`src/rtl/dmem_arbiter_if.sv`:
```
// Request/response and memory-port bundle between the requesters, the data-memory
// arbiter and the data memory. Requester i occupies bit/lane i of the packed fields.
interface dmem_arbiter_if;
    logic [1:0]  req_valid;
    logic [1:0]  req_ready;
    logic [1:0]  req_we;
    logic [63:0] req_addr;
    logic [63:0] req_wdata;
    logic [5:0]  req_funct3;
    logic [1:0]  rsp_valid;
    logic [31:0] rsp_rdata;
    logic        rsp_err;
    logic [31:0] mem_address;
    logic [31:0] mem_write_data;
    logic [2:0]  mem_funct3;
    logic        mem_read_enable;
    logic        mem_write_enable;
    logic [31:0] mem_read_data;

    modport master (
        output req_valid, req_we, req_addr, req_wdata, req_funct3, mem_read_data,
        input  req_ready, rsp_valid, rsp_rdata, rsp_err,
        input  mem_address, mem_write_data, mem_funct3, mem_read_enable, mem_write_enable
    );

    modport slave (
        input  req_valid, req_we, req_addr, req_wdata, req_funct3, mem_read_data,
        output req_ready, rsp_valid, rsp_rdata, rsp_err,
        output mem_address, mem_write_data, mem_funct3, mem_read_enable, mem_write_enable
    );
endinterface

```
`src/rtl/dmem_arbiter.sv`:
```
// Round-robin arbiter sharing one data memory between the load/store unit and the
// DMA/debug loader: accept, one ACCESS cycle on the memory port, one RESP pulse.
module dmem_arbiter #(
    parameter int ADDR_BITS = 12,
    parameter int NREQ      = 2
) (
    input  logic         clk,
    input  logic         reset,
    dmem_arbiter_if.slave bus
);
    typedef enum logic [1:0] {IDLE, ACCESS, RESP} state_t;

    state_t            state;
    logic              last_grant;
    logic              cmd_we;
    logic              cmd_id;
    logic              cmd_err;
    logic [NREQ-1:0]   rsp_valid_q;
    logic [31:0]       rsp_rdata_q;
    logic              rsp_err_q;
    logic [31:0]       mem_address_q;
    logic [31:0]       mem_write_data_q;
    logic [2:0]        mem_funct3_q;
    logic              mem_re_q;
    logic              mem_we_q;

    logic [NREQ-1:0]   ready_c;
    logic              gnt_id;
    logic              accept;
    logic [31:0]       sel_addr;
    logic [31:0]       sel_wdata;
    logic [2:0]        sel_f3;
    logic              sel_we;
    logic              sel_err;

    function automatic logic access_err(input logic [31:0] addr, input logic [2:0] f3,
                                        input logic we);
        logic e;
        e = (addr >> ADDR_BITS) != 32'd0;
        if ((f3 == 3'b001 || f3 == 3'b101) && addr[0]) e = 1'b1;
        if (f3 == 3'b010 && addr[1:0] != 2'b00) e = 1'b1;
        if (we && !(f3 inside {3'b000, 3'b001, 3'b010})) e = 1'b1;
        if (!we && !(f3 inside {3'b000, 3'b001, 3'b010, 3'b100, 3'b101})) e = 1'b1;
        return e;
    endfunction

    // Grant the lone requester, or on contention the one that did not win last time.
    always_comb begin
        gnt_id = bus.req_valid[1];
        if (&bus.req_valid) gnt_id = ~last_grant;
        ready_c = '0;
        if (state != ACCESS && |bus.req_valid) ready_c[gnt_id] = 1'b1;
        accept    = |ready_c;
        sel_addr  = gnt_id ? bus.req_addr[63:32]  : bus.req_addr[31:0];
        sel_wdata = gnt_id ? bus.req_wdata[63:32] : bus.req_wdata[31:0];
        sel_f3    = gnt_id ? bus.req_funct3[5:3]  : bus.req_funct3[2:0];
        sel_we    = bus.req_we[gnt_id];
        sel_err   = access_err(sel_addr, sel_f3, sel_we);
    end

    // The memory address/data/funct3 registers double as the command register, so they
    // naturally hold their last value outside ACCESS.
    always_ff @(posedge clk or posedge reset) begin
        if (reset) begin
            state            <= IDLE;
            last_grant       <= 1'b1;
            cmd_we           <= 1'b0;
            cmd_id           <= 1'b0;
            cmd_err          <= 1'b0;
            rsp_valid_q      <= '0;
            rsp_rdata_q      <= '0;
            rsp_err_q        <= 1'b0;
            mem_address_q    <= '0;
            mem_write_data_q <= '0;
            mem_funct3_q     <= '0;
            mem_re_q         <= 1'b0;
            mem_we_q         <= 1'b0;
        end else begin
            mem_re_q    <= 1'b0;
            mem_we_q    <= 1'b0;
            rsp_valid_q <= '0;
            if (state == ACCESS) begin
                rsp_rdata_q <= (cmd_we || cmd_err) ? 32'd0 : bus.mem_read_data;
                rsp_err_q   <= cmd_err;
                rsp_valid_q <= NREQ'(1) << cmd_id;
                state       <= RESP;
            end else if (accept) begin
                mem_address_q    <= sel_addr;
                mem_write_data_q <= sel_wdata;
                mem_funct3_q     <= sel_f3;
                cmd_we           <= sel_we;
                cmd_id           <= gnt_id;
                cmd_err          <= sel_err;
                last_grant       <= gnt_id;
                mem_we_q         <= sel_we & ~sel_err;
                mem_re_q         <= ~sel_we & ~sel_err;
                state            <= ACCESS;
            end else begin
                state <= IDLE;
            end
        end
    end

    assign bus.req_ready        = ready_c;
    assign bus.rsp_valid        = rsp_valid_q;
    assign bus.rsp_rdata        = rsp_rdata_q;
    assign bus.rsp_err          = rsp_err_q;
    assign bus.mem_address      = mem_address_q;
    assign bus.mem_write_data   = mem_write_data_q;
    assign bus.mem_funct3       = mem_funct3_q;
    assign bus.mem_read_enable  = mem_re_q;
    assign bus.mem_write_enable = mem_we_q;
endmodule

```
`src/flat_wrapper.sv`:
```
// flat-port wrapper written by rule: the top's interface ports become plain ports
module dmem_arbiter_flat 
#(
    parameter int ADDR_BITS = 12,
    parameter int NREQ      = 2
)
  (clk, reset, bus_req_valid, bus_req_we, bus_req_addr, bus_req_wdata, bus_req_funct3, bus_mem_read_data, bus_req_ready, bus_rsp_valid, bus_rsp_rdata, bus_rsp_err, bus_mem_address, bus_mem_write_data, bus_mem_funct3, bus_mem_read_enable, bus_mem_write_enable);
  dmem_arbiter_if bus_i ();
  input  logic clk;
  input  logic reset;
  input wire logic [$bits(bus_i.req_valid)-1:0] bus_req_valid;
  input wire logic [$bits(bus_i.req_we)-1:0] bus_req_we;
  input wire logic [$bits(bus_i.req_addr)-1:0] bus_req_addr;
  input wire logic [$bits(bus_i.req_wdata)-1:0] bus_req_wdata;
  input wire logic [$bits(bus_i.req_funct3)-1:0] bus_req_funct3;
  input wire logic [$bits(bus_i.mem_read_data)-1:0] bus_mem_read_data;
  output wire logic [$bits(bus_i.req_ready)-1:0] bus_req_ready;
  output wire logic [$bits(bus_i.rsp_valid)-1:0] bus_rsp_valid;
  output wire logic [$bits(bus_i.rsp_rdata)-1:0] bus_rsp_rdata;
  output wire logic [$bits(bus_i.rsp_err)-1:0] bus_rsp_err;
  output wire logic [$bits(bus_i.mem_address)-1:0] bus_mem_address;
  output wire logic [$bits(bus_i.mem_write_data)-1:0] bus_mem_write_data;
  output wire logic [$bits(bus_i.mem_funct3)-1:0] bus_mem_funct3;
  output wire logic [$bits(bus_i.mem_read_enable)-1:0] bus_mem_read_enable;
  output wire logic [$bits(bus_i.mem_write_enable)-1:0] bus_mem_write_enable;
  assign bus_i.req_valid = bus_req_valid;
  assign bus_i.req_we = bus_req_we;
  assign bus_i.req_addr = bus_req_addr;
  assign bus_i.req_wdata = bus_req_wdata;
  assign bus_i.req_funct3 = bus_req_funct3;
  assign bus_i.mem_read_data = bus_mem_read_data;
  assign bus_req_ready = bus_i.req_ready;
  assign bus_rsp_valid = bus_i.rsp_valid;
  assign bus_rsp_rdata = bus_i.rsp_rdata;
  assign bus_rsp_err = bus_i.rsp_err;
  assign bus_mem_address = bus_i.mem_address;
  assign bus_mem_write_data = bus_i.mem_write_data;
  assign bus_mem_funct3 = bus_i.mem_funct3;
  assign bus_mem_read_enable = bus_i.mem_read_enable;
  assign bus_mem_write_enable = bus_i.mem_write_enable;
  dmem_arbiter #(.ADDR_BITS(ADDR_BITS), .NREQ(NREQ)) u_core (.clk(clk), .reset(reset), .bus(bus_i));
endmodule
```
`config.mk`:
```
export PLATFORM = sky130hd
export DESIGN_NAME = dmem_arbiter_flat
export DESIGN_NICKNAME = d
export VERILOG_FILES = /design/src/rtl/dmem_arbiter_if.sv /design/src/rtl/dmem_arbiter.sv /design/src/flat_wrapper.sv
export SDC_FILE = /design/constraint.sdc
export NUM_CORES = 1
export LEC_CHECK = 0
export CAP_MARGIN = 20
export CELL_PAD_IN_SITES_DETAIL_PLACEMENT = 1
export CELL_PAD_IN_SITES_GLOBAL_PLACEMENT = 2
export CORE_UTILIZATION = 18
export CTS_CLUSTER_DIAMETER = 60
export CTS_CLUSTER_SIZE = 12
export DETAILED_ROUTE_END_ITERATION = 12
export GPL_ROUTABILITY_DRIVEN = 0
export PLACE_DENSITY = 0.87
export SETUP_SLACK_MARGIN = 0.2
export SKIP_CTS_REPAIR_TIMING = 1
export SYNTH_ARGS = -nofsm -noshare
export SYNTH_HDL_FRONTEND = slang
export SYNTH_SLANG_ARGS = --single-unit
```
`constraint.sdc`:
```
create_clock -name clk -period 3.8 [get_ports clk]
set_clock_uncertainty 0.2 [all_clocks]
set_input_delay 0.57 -clock clk [delete_from_list [all_inputs] [get_ports clk]]
set_output_delay 0.57 -clock clk [all_outputs]
set_load 0.03 [all_outputs]
```
# Yosys cells after proc, flatten, opt, wreduce, memory -nomap -nowiden
# Cells that the tools add are included.
classes:
  magnitude_cmp: 2
  n_eq_ne: 6
  shift: 1
  muxes: 21
  bitwise: 6
  n_reduce_logical: 20
ops:
  columns: ["cell", "n"]
  rows:
  - ["$mux W32", 3]
  - ["$reduce_bool A32 Y1", 1]
  - ["$mux W1", 13]
  - ["$eq A3 B3 Y1 const B", 2]
  - ["$logic_and A1 B1 Y1", 6]
  - ["$mux W2", 3]
  - ["$reduce_bool A5 Y1", 1]
  - ["$not A1 Y1", 4]
  - ["$reduce_and A2 Y1", 2]
  - ["$reduce_or A2 Y1", 2]
  - ["$eq A3 B1 Y1 const B", 1]
  - ["$eq A3 B2 Y1 const B", 1]
  - ["$logic_not A1 Y1", 3]
  - ["$logic_not A3 Y1", 1]
  - ["$mux W3", 1]
  - ["$reduce_bool A3 Y1", 1]
  - ["$and A1 B1 Y1", 2]
  - ["$eq A2 B1 Y1 const B", 1]
  - ["$logic_or A1 B1 Y1", 2]
  - ["$lt A1 B2 Y1 const B", 1]
  - ["$ne A2 B1 Y1 const B", 1]
  - ["$reduce_bool A2 Y1", 1]
  - ["$shl A1 B1 Y2 const A", 1]
  - ["$demux W1 S1", 1]
  - ["$ge A1 B1 Y1 const B", 1]
totals:
  reg_bits: 110
  input_bits: 172
  output_inout_bits: 106
  wordCells: 69

# Depth between registers and ports, before layout
# Gate-level depths: netlist (run 1).
logic_depth:
  depth_word: 14
  ltp_mapped: 7

# Worst setup path before layout (run 1)
# Ideal clock, no wire load.
synth_path:
  kind: "input to output"
  startpoint: "in bus_req_valid[1]"
  endpoint: "out bus_req_ready[1]"
  arrival_time_ps: 1532
  required_ps: 3030
  slack_ps: 1498
  cell_stages: 4
  n_path_buf: 2
  cell_sequence: "a21bo_1 > buf_2 > buf_2 > nor2_1"
synth_between:
  elab_chain_len: 7
  elab_cells_between_ends: 10
  cone_classes: "order compare: 2; mux: 4; reduce/logical: 4"
synth_rtl:
  columns: ["item", "line", "source"]
  rows:
  - ["from (decl)", "flat_wrapper.sv:11", "input wire logic [$bits(bus_i.req_valid)-1:0] bus_req_valid;"]
  - ["$reduce_and A2 Y1", "dmem_arbiter.sv:50", "if (&bus.req_valid) gnt_id = ~last_grant;"]
  - ["$mux W1", "dmem_arbiter.sv:50", null]
  - ["$lt A1 B2 Y1 (not written as such) or $ge A1 B1 Y1 (tied branches)", "dmem_arbiter.sv:52", "if (state != ACCESS && |bus.req_valid) ready_c[gnt_id] = 1'b1;"]
  - ["$logic_and A1 B1 Y1 (not written as such)", "dmem_arbiter.sv:52", null]
  - ["$mux W1 (not written as such)", "dmem_arbiter.sv:52", null]
  - ["$demux W1 S1", null, null]
  - ["$mux W2 (*)", "dmem_arbiter.sv:52", null]
  - ["to (decl)", "flat_wrapper.sv:17", "output wire logic [$bits(bus_i.req_ready)-1:0] bus_req_ready;"]
# Every way passes the cells marked *; elsewhere a longest branch is shown, timed or not.

# Worst setup path after layout (run 1)
# Same ends and word-level chain as after synthesis.

==> results.json, run 1 <==
{
  "worstMarginPinSlew_ns": 0.598,
  "core_area_mm2": 0.0254,
  "m1WireLength_mm": 8.10,
  "fin_util": 0.323,
  "vias_per_cell": 4.30,
  "power_density_mw_per_mm2": 679,
  "insertion_delay_ns": 0.36,
  "track_usage": 0.144,
  "relSlewSlack": 0.602,
  "cp_max_fo": 5,
  "numCtsBuffers": 9,
  "dr.max_layer_used": "met4",
  "drive_gt1_frac": 0.0453,
  "fin_crit_sh": 0.808,
  "route.met3.wl_mm": 1.43,
  "synth_edf_count": 0,
  "status": "finished clean",
  "wl_per_cell_um": 17.5,
  "grt_antenna_before_repair": 1,
  "avgSynthCellArea_um2": 9.32,
  "fmax_ghz": 0.326,
  "cts_tree": "yes",
  "dpl.hpwl_mm": 14.5,
  "syn_area_mm2": 0.00471,
  "max_cap_violations": 0,
  "start_util": 0.185,
  "grt_max_degree": 61,
  "firstDrtPassIters": 4,
  "grt_pass1_vias": 5005,
  "critPathRequiredTime_ns": 3.03,
  "async_flop_share": 1.00,
  "setup_viol": 0,
  "cts-root-buf": "clkbuf_16",
  "final_max_slew_viol_count": 0,
  "route.detailed.drc": 0,
  "end_kind": "output pin",
  "post_dp_cell_area_mm2": 0.00789,
  "placed_cells": 1087,
  "num_vias": 4750,
  "synth_flop_cell": "dfrtp_1",
  "die_area_mm2": 0.0268,
  "grt_pass1_wl_mm": 29.2,
  "report.final.hold_viol_count": 0,
  "die_w_um": 164,
  "drt-total-wl_mm": 19.4,
  "clk_pin_slew_worst_paths_ns": 0.08,
  "hold_class": "flop to flop",
  "fin_area_mm2": 0.00821,
  "die_height_um": 164,
  "ys_seq_area_frac": 0.585,
  "ir_drop_v": 0.000218,
  "synth_cells": 505,
  "arrival_ns": 2.30,
  "timing.hold.ws_ns": 0.292,
  "port-buffer-count": 277,
  "dr_wl_met2_mm": 9.54,
  "yosysUniqueCellTypes": 31,
  "synth_seq_cells": 110,
  "htree_levels": 3,
  "initialDrtViolationCount": 188,
  "ios": 278,
  "fillers": 2925,
  "cts_num_sinks": 110,
  "rows": 58,
  "startpoint_type": "input port",
  "antenna_left": 0,
  "fin_nets": 940,
  "path_class": "input port to output pin",
  "final_cells": 1104,
  "grt_remaining_overflow": 0,
  "rsz0062_at_grt": "false",
  "setup_tns_ns": 0,
  "synthesis.nets": 677,
  "leakage_nw": 3.37,
  "finalCriticalPeriod_ns": 3.07,
  "area_growth_pct": 74.3,
  "ys_warn_count": 0,
  "cts_buffer_depth": 2
}
[cells in the mapped netlist (2+ instances only)]
library cell / instances / area share
a21o_1: 2 / 0.0032
a21oi_1: 3 / 0.0032
a22o_1: 32 / 0.060
a31oi_1: 66 / 0.088
buf_1: 6 / 0.0048
buf_2: 10 / 0.011
clkbuf_1: 20 / 0.016
dfrtp_1: 109 / 0.58
inv_1: 6 / 0.0048
inv_2: 2 / 0.0016
nand2_1: 137 / 0.11
nand2b_1: 2 / 0.0027
nand3b_1: 2 / 0.0032
nand4_1: 4 / 0.0053
nor2_1: 74 / 0.059
nor3_1: 3 / 0.0032
nor4_1: 9 / 0.012
o211ai_1: 2 / 0.0032
o21ai_0: 2 / 0.0021
o311ai_1: 2 / 0.0037
or2_1: 2 / 0.0027
[cell families (layout without fill, tap and decap cells)]
| group | Yosys count | after routing | synth area share |
|---|---|---|---|
| AOI/OAI and AO/OA | 116 | 116 | 0.177 |
| buffers and inverters | 44 | 312 | 0.0377 |
| DFF | 110 | 110 | 0.585 |
| other | 0 | 1 | 0 |
| and+or+nand+nor | 235 | 235 | 0.200 |
[routing by layer]
metal  GRT usage  up-vias
li1            -     2279
met1       0.173     2295
met2       0.247      160
met3      0.0396       16
met4      0.0463        0
met5           0        -
[state kept, by name, summed over array words and instances, names as in the netlist, 2 cells and up]
name / cells
u_core.bus.mem_address: 32
u_core.bus.mem_write_data: 32
u_core.bus.rsp_rdata: 32
u_core.bus.mem_funct3: 3
u_core.bus.rsp_valid: 2
u_core.state: 2
[per-stage QoR]
step / setup slack (ns) / power (mW)
after global routing: 0.664 / 5.93
after CTS: 0.741 / 5.68
after floorplan: 1.50 / 3.30
after global placement: 0.780 / 4.56
after detailed placement: 0.732 / 4.61
final: 0.729 / 5.57
[worst max-delay path, cell delays in order]
cell	delay, ns
clkdlybuf4s50_1	0.57
a21bo_4	0.25
nor2_1	0.19
clkdlybuf4s50_1	0.72
[path summary, 6_finish.rpt]
kind	slack, ns	end	start	cells after the start
min in group asynchronous	0.39	u_core.bus.mem_address[25]	reset	2
hold / removal	0.29	u_core.bus.rsp_err	u_core.bus.rsp_err	2
hold reg to reg	0.29	u_core.bus.rsp_err	u_core.bus.rsp_err	2
max in group asynchronous	2.31	u_core.last_grant	reset	3
setup / recovery	0.73	bus_req_ready[1]	bus_req_valid[1]	4
setup reg to reg	1.40	u_core.cmd_err	u_core.last_grant	5
[cell usage in the layout (no fill, tap or decap), types with 5 or more instances in the layout]
cell	count
a22o_1	32
a31oi_1	66
buf_4	8
clkbuf_16	9
clkdlybuf4s50_1	277
dfrtp_1	109
inv_1	5
nand2_1	137
nor2_1	74
nor4_1	9
[area by class of cell]
class                           instances  area [um2]  area share
Tap cell                              330         413      0.0503
Inverter                                8        36.3     0.00442
Clock inverter                          7        87.6      0.0107
Multi-Input combinational cell        351        1800       0.219
Timing Repair Buffer                  288        2890       0.352
Antenna cell                            1        2.50    0.000305
Clock buffer                            9         225      0.0274
Sequential cell                       110        2750       0.336
[where the power goes]
group / switching (mW) / total [mW] / internal, mW
logic: 1.66 / 2.76 / 1.10
clock network: 0.505 / 1.03 / 0.529
registers: 0.210 / 1.78 / 1.57
total: 2.38 / 5.57 / 3.20
Note: power is estimated with default switching activity, not from simulation.
==> run 2, diff against run 1 <==
==> constraint.sdc (replaced) <==
create_clock -name clk -period 2.8 [get_ports clk]
set_clock_uncertainty 0.2 [all_clocks]
set_input_delay 0.42 -clock clk [delete_from_list [all_inputs] [get_ports clk]]
set_output_delay 0.42 -clock clk [all_outputs]
set_load 0.03 [all_outputs]
==> results.json, run 2 (synthesized netlist as in run 1, its figures left out) <==
{
  "firstDrtPassIters": 4,
  "setup_viol": 0,
  "start_util": 0.185,
  "leakage_nw": 3.40,
  "max_cap_violations": 0,
  "setup_ws_ns": 0.414,
  "multiInputGateArea_mm2": 0.00180,
  "most-common-layout-cells": "clkdlybuf4s50_1, nand2_1, dfrtp_1",
  "cp_max_fo": 11,
  "route.detailed.drc": 0,
  "grt_max_degree": 111,
  "r2r_slack_ns": 0.87,
  "relSlewSlack": 0.520,
  "drive_gt1_frac": 0.0528,
  "cp_top_family": "buffers and inverters",
  "critPathRequiredTime_ns": 2.18,
  "worstMarginPinSlew_ns": 0.713,
  "wl_per_cell_um": 17.2,
  "port-buffer-count": 277,
  "initialDrtViolationCount": 294,
  "insertion_delay_ns": 0.36,
  "clk_pin_slew_worst_paths_ns": 0.09,
  "startpoint": "bus_req_valid[1]",
  "startpoint_type": "input port",
  "r2r_start": "u_core.last_grant",
  "max_stage_delay_ns": 0.58,
  "cpMaxStageDelayCell": "clkdlybuf4s50_1",
  "grt_pass1_vias": 4984,
  "cts-root-buf": "clkbuf_16",
  "hold_class": "flop to flop",
  "vias_per_cell": 4.28,
  "post_dp_cell_area_mm2": 0.00795,
  "end_kind": "output pin",
  "antenna_left": 0,
  "htree_levels": 3,
  "finalPower_mw": 7.59,
  "num_vias": 4741,
  "placed_cells": 1091,
  "cts_num_sinks": 110,
  "cts_tree": "yes",
  "final_cells": 1108,
  "fin_util": 0.326,
  "fmax_ghz": 0.419,
  "timing.hold.ws_ns": 0.287,
  "fin_area_mm2": 0.00827,
  "fin_crit_sh": 0.852,
  "path_cells": "clkdlybuf4s50_1, a21bo_4, nor2_1, buf_12",
  "die_w_um": 164,
  "numCtsBuffers": 9,
  "endpoint": "bus_req_ready[1]",
  "ir_drop_v": 0.000302,
  "final_common_cell": "clkdlybuf4s50_1",
  "cts_buffer_depth": 2,
  "rr_worst_depth": 4,
  "crit_cells": 4,
  "r2r-end": "u_core.cmd_err",
  "arrival_ns": 1.77,
  "rows": 58,
  "report.final.hold_viol_count": 0,
  "grt_pass1_wl_mm": 28.9,
  "dpl.hpwl_mm": 14.4,
  "grt_antenna_before_repair": 1,
  "grt_remaining_overflow": 0,
  "setup_tns_ns": 0,
  "ios": 278,
  "area_growth_pct": 75.6,
  "cp_num_buf_inv": 2,
  "final_max_slew_viol_count": 0,
  "rsz0062_at_grt": "false",
  "track_usage": 0.142,
  "die_height_um": 164,
  "fillers": 2927,
  "finalCriticalPeriod_ns": 2.39,
  "power_density_mw_per_mm2": 918,
  "seqCellArea_mm2": 0.00275,
  "core_area_mm2": 0.0254,
  "path_class": "input port to output pin",
  "pre_cts_ws_ns": 0.229,
  "drt-total-wl_mm": 19.0,
  "status": "finished clean",
  "fin_nets": 944,
  "die_area_mm2": 0.0268
}
==> run 2: worst min path at each step <==
| stage | start | end | cells after the start |
|---|---|---|---|
| after floorplan | u_core.cmd_id | u_core.bus.rsp_valid[0] | 1 |
| after global placement | u_core.bus.rsp_err | u_core.bus.rsp_err | 2 |
| after detailed placement | u_core.cmd_id | u_core.bus.rsp_valid[0] | 1 |
| after CTS | u_core.cmd_id | u_core.bus.rsp_valid[0] | 1 |
| after global routing | u_core.bus.rsp_err | u_core.bus.rsp_err | 2 |
| final | u_core.bus.rsp_err | u_core.bus.rsp_err | 2 |
==> run 2: where the power goes <==
part | internal, mW | switching, mW | total (mW)
logic | 1.56 | 2.27 | 3.82
registers | 2.13 | 0.284 | 2.41
clock network | 0.644 | 0.717 | 1.36
==> run 2: final cells by class <==
class,count,area share
Timing Repair Buffer,292,0.357
Sequential cell,110,0.333
Multi-Input combinational cell,351,0.217
Tap cell,330,0.0499
Clock buffer,9,0.0272
Clock inverter,7,0.0104
Inverter,8,0.00439
Antenna cell,1,0.000303
==> run 2: worst register-to-register path, cell delays in order, from the launching register on <==
cell	delay [ns]
dfstp_2	0.60
a21bo_4	0.24
o211ai_1	0.11
a221o_1	0.37
o32a_1	0.29
==> run 2: per-layer routing <==
layer,track usage,up-vias,share of wire
met5,0,-,0.00089
met4,0.0480,2,0.019
met3,0.0470,22,0.079
met2,0.240,168,0.49
met1,0.169,2266,0.42
li1,-,2283,-
